[src/rtl/sc_io_input_port_if.sv]
// Read-side bus of the data-memory IO window.
// The CPU drives addr/re; the port returns dataout and irq.
interface sc_io_input_port_if;
    logic [31:0] addr;
    logic        re;
    logic [31:0] dataout;
    logic        irq;

    modport master (
        output addr,
        output re,
        input  dataout,
        input  irq
    );

    modport slave (
        input  addr,
        input  re,
        output dataout,
        output irq
    );
endinterface

[src/rtl/sc_io_input_port.sv]
// Memory-mapped input port: synchronised, debounced switches and keys
// with a sticky read-to-clear event register and a level irq.
module sc_io_input_port #(
    parameter int DEBOUNCE_CYCLES = 16,
    parameter int CNT_W           = 5
) (
    input  logic                 clock,
    input  logic                 reset,
    input  logic [7:0]           switch_input,
    input  logic [3:0]           key_input,
    sc_io_input_port_if.slave    bus
);

    localparam int NB = 12;
    // Keys are active-low, so their idle level is 1.
    localparam logic [NB-1:0] RST_LVL = 12'hF00;
    localparam logic [CNT_W-1:0] CNT_LAST =
        CNT_W'(DEBOUNCE_CYCLES - 1);

    localparam logic [31:0] A_SW_LO  = 32'hffffff60;
    localparam logic [31:0] A_SW_HI  = 32'hffffff64;
    localparam logic [31:0] A_SW_ALL = 32'hffffff68;
    localparam logic [31:0] A_STATUS = 32'hffffff6c;
    localparam logic [31:0] A_KEYS   = 32'hffffff70;

    logic [NB-1:0]    sync1_q, sync1_d;
    logic [NB-1:0]    sync2_q, sync2_d;
    logic [NB-1:0]    stable_q, stable_d;
    logic [CNT_W-1:0] cnt_q [NB];
    logic [CNT_W-1:0] cnt_d [NB];
    logic [NB-1:0]    status_q, status_d;
    logic [31:0]      dataout_q, dataout_d;
    logic             irq_q, irq_d;

    logic [NB-1:0]    events;
    logic [NB-1:0]    clr;

    always_comb begin
        sync1_d  = {key_input, switch_input};
        sync2_d  = sync1_q;
        stable_d = stable_q;
        cnt_d    = cnt_q;
        for (int i = 0; i < NB; i++) begin
            if (sync2_q[i] == stable_q[i]) begin
                cnt_d[i] = '0;
            end else if (cnt_q[i] == CNT_LAST) begin
                stable_d[i] = sync2_q[i];
                cnt_d[i]    = '0;
            end else begin
                cnt_d[i] = cnt_q[i] + CNT_W'(1);
            end
        end

        // Switch events on either edge, key events on press only.
        events = {stable_q[11:8] & ~stable_d[11:8],
                  stable_q[7:0] ^ stable_d[7:0]};

        clr       = '0;
        dataout_d = dataout_q;
        if (bus.re) begin
            unique case (bus.addr)
                A_SW_LO:  dataout_d = {28'b0, stable_q[3:0]};
                A_SW_HI:  dataout_d = {28'b0, stable_q[7:4]};
                A_SW_ALL: dataout_d = {24'b0, stable_q[7:0]};
                A_STATUS: begin
                    dataout_d = {20'b0, status_q};
                    clr       = status_q;
                end
                A_KEYS:   dataout_d = {28'b0, ~stable_q[11:8]};
                default:  dataout_d = '0;
            endcase
        end

        // A new event beats a coinciding clear.
        status_d = (status_q & ~clr) | events;
        irq_d    = |status_d;
    end

    always_ff @(posedge clock) begin
        if (reset) begin
            sync1_q   <= RST_LVL;
            sync2_q   <= RST_LVL;
            stable_q  <= RST_LVL;
            cnt_q     <= '{default: '0};
            status_q  <= '0;
            dataout_q <= '0;
            irq_q     <= 1'b0;
        end else begin
            sync1_q   <= sync1_d;
            sync2_q   <= sync2_d;
            stable_q  <= stable_d;
            cnt_q     <= cnt_d;
            status_q  <= status_d;
            dataout_q <= dataout_d;
            irq_q     <= irq_d;
        end
    end

    assign bus.dataout = dataout_q;
    assign bus.irq     = irq_q;

endmodule

[src/flat_wrapper.sv]
// flat-port wrapper written by rule: the top's interface ports become plain ports
module sc_io_input_port_flat 
#(
    parameter int DEBOUNCE_CYCLES = 16,
    parameter int CNT_W           = 5
)
  (clock, reset, switch_input, key_input, bus_addr, bus_re, bus_dataout, bus_irq);
  sc_io_input_port_if bus_i ();
  input  logic clock;
  input  logic reset;
  input  logic [7:0] switch_input;
  input  logic [3:0] key_input;
  input wire logic [$bits(bus_i.addr)-1:0] bus_addr;
  input wire logic [$bits(bus_i.re)-1:0] bus_re;
  output wire logic [$bits(bus_i.dataout)-1:0] bus_dataout;
  output wire logic [$bits(bus_i.irq)-1:0] bus_irq;
  assign bus_i.addr = bus_addr;
  assign bus_i.re = bus_re;
  assign bus_dataout = bus_i.dataout;
  assign bus_irq = bus_i.irq;
  sc_io_input_port #(.DEBOUNCE_CYCLES(DEBOUNCE_CYCLES), .CNT_W(CNT_W)) u_core (.clock(clock), .reset(reset), .switch_input(switch_input), .key_input(key_input), .bus(bus_i));
endmodule
[config.mk]
export PLATFORM = sky130hd
export DESIGN_NAME = sc_io_input_port_flat
export DESIGN_NICKNAME = d
export VERILOG_FILES = /design/src/rtl/sc_io_input_port_if.sv /design/src/rtl/sc_io_input_port.sv /design/src/flat_wrapper.sv
export SDC_FILE = /design/constraint.sdc
export NUM_CORES = 1
export LEC_CHECK = 0
export ABC_CLOCK_PERIOD_IN_PS = 4100
export BUFFER_PORTS_ARGS = -buffer_cell sky130_fd_sc_hd__buf_2
export CORE_MARGIN = 2
export CORE_UTILIZATION = 45
export CTS_BUF_LIST = sky130_fd_sc_hd__clkbuf_4
export CTS_CLUSTER_SIZE = 20
export DETAILED_ROUTE_END_ITERATION = 7
export PLACE_DENSITY = 0.66
export SYNTH_ARGS = -nofsm -noshare
export SYNTH_HDL_FRONTEND = slang
export SYNTH_SLANG_ARGS = --single-unit
[constraint.sdc]
create_clock -name clock -period 4.1 [get_ports clock]
set_input_delay 0.41 -clock clock [delete_from_list [all_inputs] [get_ports clock]]
set_output_delay 0.41 -clock clock [all_outputs]
set_load 0.01 [all_outputs]
; ---- Word level (Yosys, flattened, before mapping)
; Cells that the tools add are included.
[word_totals]
elab_cells = 106
latchBits = 0
output_inout_bits = 33
input_bits = 47
ram_bits = 0
mem_bits_ro = 0
register_bits = 141
mem_count = 0
[op_classes]
muxes = 27
n_mul = 0
reduce_logical = 13
eq_ne = 29
n_addsub = 12
n_div = 0
bitwise_logic = 7
shifts = 0
magnitude_cmp = 0
[ops]
columns = operator, count
row1 = "32-bit == test, second input constant", 5
row2 = "5-bit by 1-bit adder with 5-bit output, second input constant", 12
row3 = "5-bit by 4-bit == test with 1-bit output, second input constant", 12
row4 = 12-bit case mux with 5 select lines, 1
row5 = 3-bit OR reduction, 12
row6 = 1-bit two-way mux, 24
row7 = 12-bit two-way mux, 2
row8 = 12-bit bitwise AND, 1
row9 = 1-bit == test, 12
row10 = 12-bit inverter, 1
row11 = 12-bit bitwise OR, 1
row12 = 12-bit OR reduction, 1
row13 = 4-bit inverter, 2
row14 = 8-bit bitwise XOR, 1
row15 = 4-bit bitwise AND, 1

; ---- Depth between registers and ports, before layout
; Gate-level depths: netlist of the first run.
[logic_depth]
ltp_word = 7
ltp_mapped = 8
depth_no_buf = 7

; ---- Least setup slack after synthesis of the first run
; No wires, ideal clock.
[synth_timing]
path_kind = input -> register
from = input bus_addr[30]
to = register u_core.status_q[3]
t_arrival_ps = 1927
path_slack_ps = 2036
cell_stages = 7
required_ps = 3963
n_path_buf = 2
cell_sequence = nand4_1 or4_4 or4_4 buf_6 buf_6 nand2_2 a21oi_2
[synth_via]
elab_chain_len = 6
[synth_rtl]
columns = item, line
row1 = from (decl), flat_wrapper.sv:13  ; input wire logic [$bits(bus_i.addr)-1:0] bus_addr;
row2 = 32-bit == test, sc_io_input_port.sv:61  ; unique case (bus.addr)
row3 = 12-bit two-way mux, sc_io_input_port.sv:61
row4 = 12-bit two-way mux, sc_io_input_port.sv:60  ; if (bus.re) begin
row5 = 12-bit inverter, sc_io_input_port.sv:75  ; status_d = (status_q & ~clr) | events;
row6 = 12-bit bitwise AND, sc_io_input_port.sv:75
row7 = 12-bit bitwise OR, sc_io_input_port.sv:75
row8 = to (signal assigned), sc_io_input_port.sv:93  ; status_q <= status_d;
row9 = to (decl), sc_io_input_port.sv:31  ; logic [NB-1:0] status_q, status_d;
; No other way between the ends.
; A chain may end at the register's enable or synchronous reset.

; ---- Worst setup path in the final report of the first run
[layout_timing]
from = register u_core.cnt_q[5] (netlist name)
to = register u_core.irq_q, in the netlist u_core.bus.irq
[layout_via]
elab_chain_len = 7
[layout_rtl]
columns = item, line
row1 = from (decl), sc_io_input_port.sv:29  ; logic [CNT_W-1:0] cnt_q [NB];
row2 = from (signal assigned), sc_io_input_port.sv:92  ; cnt_q <= cnt_d;
row3 = 5-bit by 4-bit == test with 1-bit output, sc_io_input_port.sv:46  ; end else if (cnt_q[i] == CNT_LAST) begin
row4 = 1-bit two-way mux, sc_io_input_port.sv:46
row5 = 1-bit two-way mux, sc_io_input_port.sv:44  ; if (sync2_q[i] == stable_q[i]) begin
row6 = 4-bit inverter, sc_io_input_port.sv:55  ; events = {stable_q[11:8] & ~stable_d[11:8],
row7 = 4-bit bitwise AND, sc_io_input_port.sv:55
row8 = 12-bit bitwise OR, sc_io_input_port.sv:75
row9 = 12-bit OR reduction, sc_io_input_port.sv:76  ; irq_d = |status_d;
row10 = to (signal assigned), sc_io_input_port.sv:95  ; irq_q <= irq_d;
row11 = to (decl), sc_io_input_port.sv:33  ; logic irq_q, irq_d;
; No other way between the ends.

==> results by group, run 1 <==
Job
  • Max Cap Violations: 0

STA
  • Fin. max-slew vios: 0
  • Peak Freq: 576.9 MHz
  • Fin crit period: 1.733 ns
  • Hold Violations, Final: 0
  • Setup violators final: 0
  • Period utilisation layout: 42.28%
  • Max_slew headroom: 50.26%
  • Layout Skew: 0.01228 ns
  • Setup TNS: 0 ns
  • Worst-margin pin slew: 0.7404 ns
  • Unrepaired setup endpoints after global routing: false
  • Hold WS: around 0.079 ns

Power
  • Cell Pwr Density: 385.3 nW/µm²
  • VDD IR max: between 0.15 and 0.2 mV
  • P_leak: about 2.2 nW
  • Tot Pwr: 2.102 mW

Worst setup path
  • Nature of the critical path startpoint: flop
  • Worst Path Max Fanout: 4
  • WP data required: 4.47 ns
  • Crit Path Category: reg2reg
  • Reg-to-Reg Start: u_core.cnt_q[5]
  • WP data arrival: 2.11 ns
  • Critical Path End Type: flop
  • Crit. Startpoint: u_core.cnt_q[5]

Route
  • DRT Wirelength: 8151 µm
  • Routed len/inst: approximately 11 µm
  • Metal2 WL: approximately 3800 µm
  • DRC violations left: 0
  • Via count: about 3,400
  • M1 WL: 3708 µm
  • Detail Route met3 WL: ~540 µm
  • Iter 0 DRT Violations: 97
  • Drt pass-1 iters: 4
  • Top sig layer: met4
  • Post-DR vias/cell: 4.795
  • Routed Antenna Nets: 0

Synthesis
  • Synth Register Bits: approximately 120
  • Count leader, synth: dfxtp_1
  • Async SR Flop Fraction: 0%
  • Synth top area cells: dfxtp_1 (50%), ha_1 (6.2%), nor2_1 (5.7%), xnor2_1 (4.3%), nor2b_1 (3.2%)
  • Netlist cell types: 38
  • Mapped Avg Cell Area: a little under 10 µm²
  • Post-Syn Area: 4841 µm²
  • Top FF cell, synth: dfxtp_1
  • Cells after Synth: about 500
  • Yosys top cell by area: dfxtp_1
  • Synth top cells by count: dfxtp_1 (121), nor2_1 (74), inv_1 (25), nor2b_1 (25)
  • Sequential area share after synthesis: approximately 50%
  • Syn. warnings: 0
  • Top-area cell type share of the netlist area: 50.04%
  • Post-synth EDFFs: 0

Place
  • Final GP Congestion: approximately 0.85
  • Port Buffers: 59
  • Hpwl dp: 6056 µm
  • Area after DPL: 5174 µm²

Floorplan
  • Die area: 11,600 µm²
  • Top-Level Pins: 80
  • Row count: 37
  • Die H: between 100 and 150 µm
  • Initial core utilization: 46.68%
  • Die width: 107.7 µm
  • Core area: 10,370 µm²

Clock tree
  • Skew-Pair Late Insertion Delay: 0.50 ns
  • Root buf cell: clkbuf_4
  • H-tree levels: 4
  • Setup bufs post-CTS: 0
  • TritonCTS buffer count: 17
  • Clock-pin slew on the worst setup and hold paths: 0.10 ns
  • Clk sinks: 121
  • CTS tree: built
  • Hold_buf cts: 0
  • Post-CTS sizing: 0
  • CTS max path bufs: 2

Cells and area
  • Synthesis-to-finish area growth: 12.66%
  • Design area: 5454 µm²
  • Share of cells above drive strength 1: 21.04%
  • ANT cells: 0
  • Fillcell total: 975
  • Fin nets: approximately 630

Run status
  • Status: finished clean

GRT
  • Largest net degree at the start of global routing: 55
  • Vias in the first global route: 3,147
  • GRT overflow: 0
  • Initial antenna violation count: 0
  • Gr usage total: about 15%
  • First-pass GRT wire length: about 13,000 µm

Hold path
  • Worst hold path class: in2reg
  • HP Start: key_input[2]
## where the power goes
group / total, mW / internal, mW / switching (mW)
sequential: 1.20 / 1.19 / 0.00726
combinational: 0.0761 / 0.0332 / 0.0430
clock: 0.829 / 0.431 / 0.398
total: 2.10 / 1.65 / 0.448
## final cells by class
cell class | count | area [µm²] | share of cell area, %
sequential | 121 | 2422 | 44.41
multi-input combinational | 338 | 2185 | 40.06
timing repair buffer | 60 | 302.8 | 5.552
tap | 136 | 170.2 | 3.120
clock buffer | 20 | 150.1 | 2.753
clock inverter | 11 | 130.1 | 2.386
inverter | 25 | 93.84 | 1.721
## flip-flops by register name, summed over array words and instances (netlist names)
name,count
u_core.sync1_q,12
u_core.bus.dataout,12
u_core.status_q,12
u_core.stable_q,12
u_core.cnt_q,60
u_core.sync2_q,12
u_core.bus.irq,1
## critical path: stages, from the launching register on
cell and delay [ns]:
dfxtp_1 0.34, ha_1 0.22, and3_1 0.19, ha_1 0.23, nand3b_1 0.17, nand4_1 0.13
nor3_1 0.23, a21oi_1 0.09
## metal layers
metal  up-vias  global-route usage [%]
li1       1749                       -
met1      1555                   16.98
met3        13                   5.993
met5         -                       0
met4         0                   5.495
met2        92                   25.29
## through the flow
| stage | worst slack, ns | instances | utilization (%) |
|---|---|---|---|
| 2_1_floorplan | 2.036 | 516 | - |
| 3_3_place_gp | 1.892 | 680 | 49.89 |
| 3_5_place_dp | 1.841 | 680 | 49.89 |
| 4_1_cts | 2.364 | 711 | 52.59 |
| 5_1_grt | 2.244 | 711 | 52.59 |
| 6_report | 2.367 | 711 | 52.59 |
## worst paths after layout
check	slack [ns]	end	cells past startpoint
max	2.37	u_core.bus.irq	7
min	0.08	u_core.sync1_q[10]	2
max reg2reg	2.37	u_core.bus.irq	7
min reg2reg	0.42	u_core.sync2_q[8]	1
## logic make-up (layout without fill, tap and decap cells)
group / count (synthesis) / in the layout / share of synthesized area, %
and+or+nand+nor: 204 / 204 / 22.20
DFF: 121 / 121 / 50.04
other: 1 / 20 / 0.07747
buffers and inverters: 57 / 116 / 6.306
muxes: 12 / 12 / 2.585
adders and majority gates: 24 / 24 / 6.203
AOI/OAI and AO/OA: 42 / 42 / 6.074
xor gates and xnor gates: 36 / 36 / 6.513
## cells in the final DEF (no fill, tap or decap), types with 4 or more instances in the layout
cell type and instances:
buf_2 59, nor2b_1 25, ha_1 24, and3_1 12, a21o_1 4, conb_1 20
clkinv_2 4, a211o_1 4, mux2_2 4, a21oi_2 9, xor2_1 12, o22a_1 4
nor2_1 74, clkbuf_4 20, nand2_2 9, or3_1 12, a22oi_1 4, mux2i_1 8
xnor2_1 24, nand2_1 10, a21oi_1 12, nand4_1 7, inv_1 25, nand3b_1 4
nand3_1 17, nand2b_1 13, or2_2 8, dfxtp_1 121, o21ai_0 4
(Power assumes the default switching activity.)
==> run 2: changes to the inputs <==
ABC_CLOCK_PERIOD_IN_PS = 1500   (was 4100)
PLACE_DENSITY = 0.69   (was 0.66)
clock period = 1.5 ns   (was 4.1 ns; I/O delays follow)
==> run 2 against run 1 <==
- sequential power rose to 2.7 times the previous value
- largest power group unchanged
- non-clock buffer count up 67
- wire length up 19%
- clock power rose to 2.7 times the previous value
- cell count increased by 9.7%
- combinational power rose to 3.8 times the previous value
- cell area grew 18%
- first-iteration DRC count increased by 34%
- critical path type unchanged
- sequential share of layout area shrank 6.6 points
==> results by group, run 2 (same netlist as run 1, synthesis figures left out) <==
STA
  • Fin crit period: 1.477 ns (was 1.733 ns)
  • Layout Skew: 0.01438 ns (was 0.01228 ns)
  • Hold Violations, Final: 0 (unchanged)
  • Unrepaired setup endpoints after global routing: true (was false)
  • Setup violators final: 0 (unchanged)
  • Peak Freq: 677.1 MHz (was 576.9 MHz)
  • Period utilisation layout: 98.46% (was 42.28%)
  • Fin. max-slew vios: 0 (unchanged)
  • Setup TNS: 0 ns (unchanged)

Clock tree
  • H-tree levels: 4 (unchanged)
  • Clk sinks: 121 (unchanged)
  • CTS max path bufs: 2 (unchanged)
  • Clock-pin slew on the worst setup and hold paths: 0.11 ns (was 0.10 ns)
  • TritonCTS buffer count: 17 (unchanged)
  • Skew-Pair Late Insertion Delay: 0.53 ns (was 0.50 ns)
  • Root buf cell: clkbuf_4 (unchanged)
  • CTS tree: built (unchanged)

Route
  • Routed len/inst: 12.43 µm (was 11.46 µm)
  • Via count: 3,764 (was 3,409)
  • Routed Antenna Nets: 0 (unchanged)
  • Post-DR vias/cell: 4.826 (was 4.795)
  • Drt pass-1 iters: 5 (was 4)
  • DRT Wirelength: 9696 µm (was 8151 µm)
  • Iter 0 DRT Violations: 130 (was 97)
  • DRC violations left: 0 (unchanged)

Floorplan
  • Initial core utilization: 46.68% (unchanged)
  • Top-Level Pins: 80 (unchanged)
  • Die area: 11,600 µm² (unchanged)
  • Die width: 107.7 µm (unchanged)
  • Core area: 10,370 µm² (unchanged)
  • Die H: 107.7 µm (unchanged)
  • Row count: 37 (unchanged)

Worst setup path
  • Reg-to-Reg Start: u_core.cnt_q[36] (was u_core.cnt_q[5])
  • Reg2Reg Depth: 7 (unchanged)
  • WP data arrival: 1.90 ns (was 2.11 ns)
  • Reg2reg setup slack: 0.02 ns (was 2.37 ns)
  • Crit Path Category: reg2reg (unchanged)
  • Nature of the critical path startpoint: flop (unchanged)
  • Worst Path Max Fanout: 3 (was 4)
  • Worst reg2reg path endpoint: u_core.bus.irq (unchanged)
  • Critical Path End Type: flop (unchanged)
  • WP data required: 1.93 ns (was 4.47 ns)

Hold path
  • Worst hold path class: in2reg (unchanged)
  • Hold Path Depth: 4 (was 2)
  • Hold worst-path end: u_core.bus.dataout[11] (was u_core.sync1_q[10])
  • HP Start: bus_re (was key_input[2])

Power
  • Cell Pwr Density: 897.3 nW/µm² (was 385.3 nW/µm²)
  • P_leak: 2.558 nW (was 2.205 nW)
  • VDD IR max: 0.4318 mV (was 0.1809 mV)
  • Tot Pwr: 5.793 mW (was 2.102 mW)

Cells and area
  • Commonest non-fill, non-tap cell in the layout: dfxtp_1 (unchanged)
  • Non-filler instance count after layout: 780 (was 711)
  • Share of cells above drive strength 1: 39.81% (was 21.04%)
  • Multi-input gate area in the final layout: 2618 µm² (was 2185 µm²)
  • Largest reg by FF count: u_core.cnt_q (unchanged)
  • Fin nets: 701 (was 634)
  • Register area: 2442 µm² (was 2422 µm²)
  • Synthesis-to-finish area growth: 33.37% (was 12.66%)
  • Design area: 6456 µm² (was 5454 µm²)
  • Commonest non-fill, non-tap cells in the layout: dfxtp_1 (105), nor2_1 (69), buf_2 (59) (was dfxtp_1 (121), nor2_1 (74), buf_2 (59))
  • Max FFs per register: 60 (unchanged)
  • Utilization after layout: 62.26% (was 52.59%)
  • Fillcell total: 869 (was 975)

GRT
  • Initial antenna violation count: 1 (was 0)
  • Vias in the first global route: 3,592 (was 3,147)
  • First-pass GRT wire length: 15,220 µm (was 13,470 µm)
  • Largest net degree at the start of global routing: 35 (was 55)
  • GRT overflow: 0 (unchanged)
  • Gr usage total: 16.79% (was 14.96%)

Job
  • Max Cap Violations: 0 (unchanged)

Place
  • Final GP Congestion: 0.8530 (was 0.8470)
  • Hpwl dp: 6541 µm (was 6056 µm)
  • Dpl cells: 720 (was 680)
  • Area after DPL: 5497 µm² (was 5174 µm²)
  • Port Buffers: 59 (unchanged)

Run status
  • Status: finished clean (unchanged)
-- run 2: cell count changes in the layout (fill, tap and decap cells not counted), moves of 16 or more --
cell     delta
buf_4      +54
dfxtp_1    -16
dfxtp_2    +16
ha_1       -22
ha_4       +18
-- run 2: power by group --
| part | switching (mW) | leakage, nW | internal [mW] |
|---|---|---|---|
| combinational | 0.136 | 1.44 | 0.151 |
| clock | 1.25 | 0.132 | 0.982 |
| sequential | 0.0209 | 0.988 | 3.25 |
| total | 1.41 | 2.56 | 4.39 |
-- run 2: critical path, cell delays in order (launching register included) --
cell and delay (ns):
dfxtp_1 0.35, ha_4 0.17, and3_4 0.18, ha_4 0.17
nand2b_4 0.07, nand4_1 0.12, nor3_2 0.23, a21oi_1 0.09
-- run 2: worst max-delay path by stage --
stage                     depth (start not counted)               endpoint  slack, ns        startpoint
after floorplan                                   7     u_core.status_q[3]      -0.30      bus_addr[30]
after global placement                            6  u_core.bus.dataout[3]      -0.36       bus_addr[0]
after detailed placement                          6  u_core.bus.dataout[3]      -0.42      bus_addr[26]
after CTS                                         7         u_core.bus.irq      -0.04  u_core.cnt_q[20]
after global routing                              7         u_core.bus.irq      -0.02   u_core.cnt_q[0]
final                                             7         u_core.bus.irq       0.02  u_core.cnt_q[36]
-- run 2: metal layers --
metal	GRT usage (%)	vias to the layer above	wire (µm)
met2	30.01	101	4796
met1	18.07	1756	4169
met3	5.266	21	532
met5	0	-	0
met4	7.418	0	198
li1	-	1886	-
-- run 2: metrics by stage --
step	setup WS [ns]	hold WS, ns
2_1_floorplan	-0.3020	0.2538
3_3_place_gp	-0.3585	0.3361
3_5_place_dp	-0.4161	0.3386
4_1_cts	-0.04333	0.01116
5_1_grt	-0.02474	0.03289
6_report	0.02316	0.05592
-- run 2: area by class of cell --
type                       instances  share of cell area [%]
timing repair buffer             127                   13.14
clock buffer                      17                   1.977
clock inverter                    15                   2.384
sequential                       121                   37.83
tap                              136                   2.636
antenna                            1                 0.03876
multi-input combinational        338                   40.54
inverter                          25                   1.453
-- run 2: repair_timing --
action,in CTS,in global routing
setup buffers,9,8
setup endpoints to repair,61,49
hold buffers,12,0
pin swaps,12,20
gates resized for setup,35,57
hold endpoints to repair,12,0
